File: config.mk
export PLATFORM = sky130hd
export DESIGN_NAME = if_fetch_stage
export DESIGN_NICKNAME = d
export VERILOG_FILES = /design/src/rtl/if_fetch_stage.sv
export SDC_FILE = /design/constraint.sdc
export NUM_CORES = 1
export LEC_CHECK = 0
export CORE_MARGIN = 1
export CORE_UTILIZATION = 49
export CTS_CLUSTER_DIAMETER = 40
export DETAILED_ROUTE_END_ITERATION = 10
export PLACE_DENSITY_LB_ADDON = 0.25
export SYNTH_ARGS = -nofsm -noshare
export SYNTH_HDL_FRONTEND = slang
export SYNTH_SLANG_ARGS = --single-unit
File: constraint.sdc
create_clock -name clk -period 5.61 [get_ports clk]
set_input_delay 1.122 -clock clk [delete_from_list [all_inputs] [get_ports clk]]
set_output_delay 1.122 -clock clk [all_outputs]
set_load 0.01 [all_outputs]
File: src/rtl/if_fetch_stage.sv
// Instruction fetch stage: owns the PC, drives a variable-latency imem port and holds one
// fetched instruction for the IF/ID register. Redirects during an in-flight access are deferred.
module if_fetch_stage #(
    parameter logic [31:0] RESET_PC = 32'h0000_0000
) (
    input  logic        clk,
    input  logic        reset,
    input  logic        stall,
    input  logic        redirect_valid,
    input  logic [31:0] redirect_target,
    output logic        imem_req,
    output logic [31:0] imem_addr,
    input  logic        imem_rvalid,
    input  logic [31:0] imem_rdata,
    output logic [31:0] instruction,
    output logic [31:0] pc_plus4,
    output logic        if_valid
);

    typedef enum logic [0:0] {StRun, StSquash} state_e;

    state_e      state_q, state_d;
    logic [31:0] pc_q, pc_d;
    logic        buf_valid_q, buf_valid_d;
    logic [31:0] buf_instr_q, buf_instr_d;
    logic [31:0] buf_pc4_q, buf_pc4_d;
    logic [31:0] saved_target_q, saved_target_d;

    logic        req_int;
    logic [31:0] target;
    logic [31:0] pc_inc;

    assign target = redirect_target & 32'hFFFF_FFFC;
    assign pc_inc = pc_q + 32'd4;

    // In SQUASH the stale access must still complete, so the request stays up.
    assign req_int = (state_q == StSquash) || !(buf_valid_q && stall);

    always_comb begin
        state_d        = state_q;
        pc_d           = pc_q;
        buf_valid_d    = buf_valid_q;
        buf_instr_d    = buf_instr_q;
        buf_pc4_d      = buf_pc4_q;
        saved_target_d = saved_target_q;

        unique case (state_q)
            StRun: begin
                if (redirect_valid) begin
                    buf_valid_d = 1'b0;
                    if (req_int && !imem_rvalid) begin
                        saved_target_d = target;
                        state_d        = StSquash;
                    end else begin
                        pc_d = target;
                    end
                end else if (req_int && imem_rvalid && (!buf_valid_q || !stall)) begin
                    buf_valid_d = 1'b1;
                    buf_instr_d = imem_rdata;
                    buf_pc4_d   = pc_inc;
                    pc_d        = pc_inc;
                end else if (!stall) begin
                    buf_valid_d = 1'b0;
                end
            end
            StSquash: begin
                buf_valid_d = 1'b0;
                if (redirect_valid) begin
                    saved_target_d = target;
                    if (imem_rvalid) begin
                        pc_d    = target;
                        state_d = StRun;
                    end
                end else if (imem_rvalid) begin
                    pc_d    = saved_target_q;
                    state_d = StRun;
                end
            end
            default: state_d = StRun;
        endcase
    end

    always_ff @(posedge clk or posedge reset) begin
        if (reset) begin
            state_q        <= StRun;
            pc_q           <= RESET_PC;
            buf_valid_q    <= 1'b0;
            buf_instr_q    <= 32'h0;
            buf_pc4_q      <= 32'h0;
            saved_target_q <= 32'h0;
        end else begin
            state_q        <= state_d;
            pc_q           <= pc_d;
            buf_valid_q    <= buf_valid_d;
            buf_instr_q    <= buf_instr_d;
            buf_pc4_q      <= buf_pc4_d;
            saved_target_q <= saved_target_d;
        end
    end

    assign imem_req    = req_int && !reset;
    assign imem_addr   = pc_q;
    assign instruction = buf_valid_q ? buf_instr_q : 32'h0;
    assign pc_plus4    = buf_pc4_q;
    assign if_valid    = buf_valid_q;

endmodule

Yosys cells after proc, flatten, opt, wreduce, memory -nomap -nowiden
Index checks and enable logic that the tools add are counted.

storage, ports and cells
  bits in registers = 130
  latch bits = 0
  memory bits (writable) = 0
  bits in read-only memories = 0
  bits of input ports = 69
  output and inout bits = 98
  word-level logic and storage cells = 51
  memories kept = 0

cells by class
  add/subtract/negate cells = 1
  multiply operators = 0
  div/mod/pow operators = 0
  $lt $le $gt $ge = 0
  equality and inequality tests = 7
  shift operators = 0
  mux-type cells = 20
  bitwise logic cells = 2
  reduce and logical (&&, ||, !) cells = 15

operators with widths
  operator                                        count
  two-way mux 32 bit                              10
  one-hot mux 32 bit (2 select lines)             2
  adder 32 x 3 -> 32 bit (second input constant)  1
  AND reduction 3 bit                             3
  inequality test 2 bit (second input constant)   4
  two-way mux 1 bit                               6
  inequality test 3 bit (second input constant)   2
  logical AND 1 bit                               5
  zero test 1 bit                                 5
  inequality test 4 bit (second input constant)   1
  one-hot mux 1 bit (2 select lines)              2
  logical OR 1 bit                                2
  inverter 1 bit                                  2

Depth between registers and ports, before layout
  depth in word-level cells = 8
  depth in mapped cells = 8
  mapped depth without buffers = 5

Worst setup path before layout
OpenSTA, ideal clock, no wires.

  path kind = input to output
  start point = input reset
  end point = output imem_req
  arrival time = 4.115 ns
  required time = 4.488 ns
  path slack = 0.373 ns
  stages on the path = 2
  path buffers = 0
  path through = inv_1 -> and2_1

on the way
  longest elaborated chain between the ends = 2

ends and longest elaborated chain
  item               RTL line  source
  start, declared    7         input logic reset,
  zero test 1 bit    101       assign imem_req = req_int && !reset;
  logical AND 1 bit  101
  end, declared      11        output logic imem_req,

Every way passes these cells.

Worst setup path after layout
  start point = input stall
  end point = output imem_req

on the way
  longest elaborated chain between the ends = 4

ends and longest elaborated chain
  item               RTL line  source
  start, declared    8         input logic stall,
  logical AND 1 bit  37        assign req_int = (state_q == StSquash) || !(buf_valid_q && stall);
  zero test 1 bit    37
  logical OR 1 bit   37
  logical AND 1 bit  101

Every way passes these cells.

==> impl_metrics.toml <==
[clock_tree]
cts_tree = "done"
h-tree-depth = 4
insertion_delay_ns = 0.41
path_clk_slew_ns = 0.05
cts_hold_buf = 0
postCtsSetupBuffers = 0
cts_buffer_depth = 2
cts_resized = 0
clock_sinks = 124
cts-root-buf = "clkbuf_16"
cts_buffers = 17

[drt]
met1Wirelength_um = 7820
top_layer = "met4"
wl_met2_um = 8220
drc = 0
route.met3.wl_um = 1330
dr.pass1.iters = 6
viasPerCell = 5.80
ant_nets = 0
wire_per_inst_um = 17.6
drt-total-wl_um = 17700
drtIter0Drc = 495
vias = 5825

[run]
cap_violations = 0

[global_routing]
grtUsageTotal = 0.270
antenna_found_initial = 0
grt_pass1_vias = 5529
grt_pass1_wl_um = 27800
grt-ovfl-total = 0
grt_max_degree = 73

[synth]
synth_cells = 699
yosysWarnings = 0
seq_area_frac_synth = 0.489
yosysUniqueCellTypes = 47
synth.avg_cell_area_um2 = 9.09
netlist.area_leader.share = 0.489
yosys.area.top_type = "dfrtp_1"
synth_edf_count = 0
synth_area_leaders = "dfrtp_1 49%, nand2_1 9.3%, mux2_2 5.3%"
ys_ff_latch = 124
syn_area_um2 = 6350
async_flop_share = 1.00
ys.flop_type = "dfrtp_1"

[timing]
setup-violations-final = 0
finalCritPeriodShare = 0.672
clock.fmax_ghz = 0.265
slew_headroom = 0.244
hold_ws_ns = 0.464
setup_tns_ns = 0
worstMarginPinSlew_ns = 1.13
slew_violations = 0
fin_worst_skew_ns = 0.00625
rsz0062_at_grt = "false"
min_period_ns = 3.77
final_hold_viol_count = 0

[floorplanning]
die_area_um2 = 13400
num_rows = 41
initial_utilization = 0.503
die-height_um = 116
coreArea_um2 = 12600
die_x_um = 116
pin_count = 167

[critical_path]
required_ns = 4.49
worstPathMaxFanout = 4
ff2ff_path_depth = 5
setup.worst_path.class = "input pin to primary output"
rrSetupSlack_ns = 2.59
arrival_ns = 2.65
end_kind = "primary output"
worstSetupStartpointType = "input pin"

[layout]
multi_input_area_um2 = 2980
drive_above_1_share = 0.0852
syn_to_final_growth_pct = 34.3
final_util = 0.676
fill_cells = 1036
final_common_cell = "clkdlybuf4s50_1"
regArea_um2 = 3100
layout_common_cells = "160 x clkdlybuf4s50_1, 157 x nand2_1, 124 x dfrtp_1"
fin_area_um2 = 8530
nNetsFinal = 892
insertedDiodeCount = 0

[run_status]
run_status = "completed"

[hold_path]
hold_class = "flop to flop"
whs_path_depth = 2

[power_and_ir_drop]
leakage_uw = 0.00354
p_sw_uw = 896
vdd_drop_max_v = 0.000161
power_uw = 3020
power_frac_seq = 0.417
pwr-share-clk = 0.340
intPower_uw = 2120
combPwrFrac = 0.243
power_density_nw_per_um2 = 354
p_sw_frac = 0.297

[placement]
place_area_um2 = 7980
place.gp.congestion = 0.841
dp_hpwl_um = 12200
io_buffers = 160
registers in the layout (all words and copies together), names as in the netlist:
register        cells
buf_instr_q        32
if_valid            1
imem_addr          30
state_q             1
saved_target_q     30
pc_plus4           30
kinds of logic (layout without fill, tap and decap cells):
kind of cell | after synthesis | after routing | share of synthesized area
xor+xnor | 13 | 13 | 0.0179
compound gates | 139 | 139 | 0.144
other cells | 1 | 4 | 0.000590
mux | 33 | 33 | 0.0579
fa+ha+maj | 1 | 1 | 0.00197
simple gates | 314 | 314 | 0.242
flops | 124 | 124 | 0.489
buf+inv | 74 | 205 | 0.0479
worst max-delay path, stage by stage:
cell             delay [ns]
clkdlybuf4s50_1        0.54
nand3b_1               0.21
and2_1                 0.28
clkdlybuf4s50_1        0.48
synthesized netlist by cell type, types with 10 or more instances:
library cell,instances
o21ai_0,39
mux2_2,30
and3_1,14
o211ai_1,23
dfrtp_1,124
nand4_1,17
nor2_1,24
a21oi_1,22
clkbuf_1,55
nand2_1,157
and2_1,34
nand3_1,21
or4_1,24
xnor2_1,10
metal layers:
layer / global-route usage / up-vias
met5: 0 / -
met4: 0.101 / 0
met3: 0.0617 / 34
met2: 0.422 / 284
met1: 0.368 / 2789
li1: - / 2718
stage by stage:
stage	std cells	setup WS, ns
detailed placement	975	1.86
global route	1005	1.77
floorplan	702	0.373
global placement	975	1.92
finish	1005	1.84
CTS	1005	1.85
final cells by class:
| type | count | area share |
|---|---|---|
| Inverter | 9 | 0.00426 |
| Tap cell | 172 | 0.0252 |
| Multi-Input combinational cell | 504 | 0.349 |
| Sequential cell | 124 | 0.364 |
| Timing Repair Buffer | 166 | 0.193 |
| Clock buffer | 22 | 0.0533 |
| Clock inverter | 8 | 0.0112 |
final timing paths:
| check | from | end |
|---|---|---|
| setup reg to reg | state_q$_DFF_PP0_ | pc_plus4[16]$_DFFE_PP0P_ |
| hold reg to reg | buf_instr_q[3]$_DFFE_PP0P_ | buf_instr_q[3]$_DFFE_PP0P_ |
| hold / removal | buf_instr_q[3]$_DFFE_PP0P_ | buf_instr_q[3]$_DFFE_PP0P_ |
| max in group asynchronous | reset | buf_instr_q[12]$_DFFE_PP0P_ |
| min in group asynchronous | reset | if_valid$_DFFE_PP0P_ |
| setup / recovery | stall | imem_req |
power by group through the flow:
| stage | Sequential (uW) | Combinational, uW | Clock (uW) |
|---|---|---|---|
| 6_report | 1260 | 733 | 1030 |
| 5_1_grt | 1280 | 799 | 1080 |
| 4_1_cts | 1250 | 738 | 1040 |
| 3_5_place_dp | 1270 | 733 | 0 |
| 3_3_place_gp | 1250 | 715 | 0 |
| 2_1_floorplan | 1240 | 352 | 0 |
No activity file was read; power rests on OpenSTA's default activity.
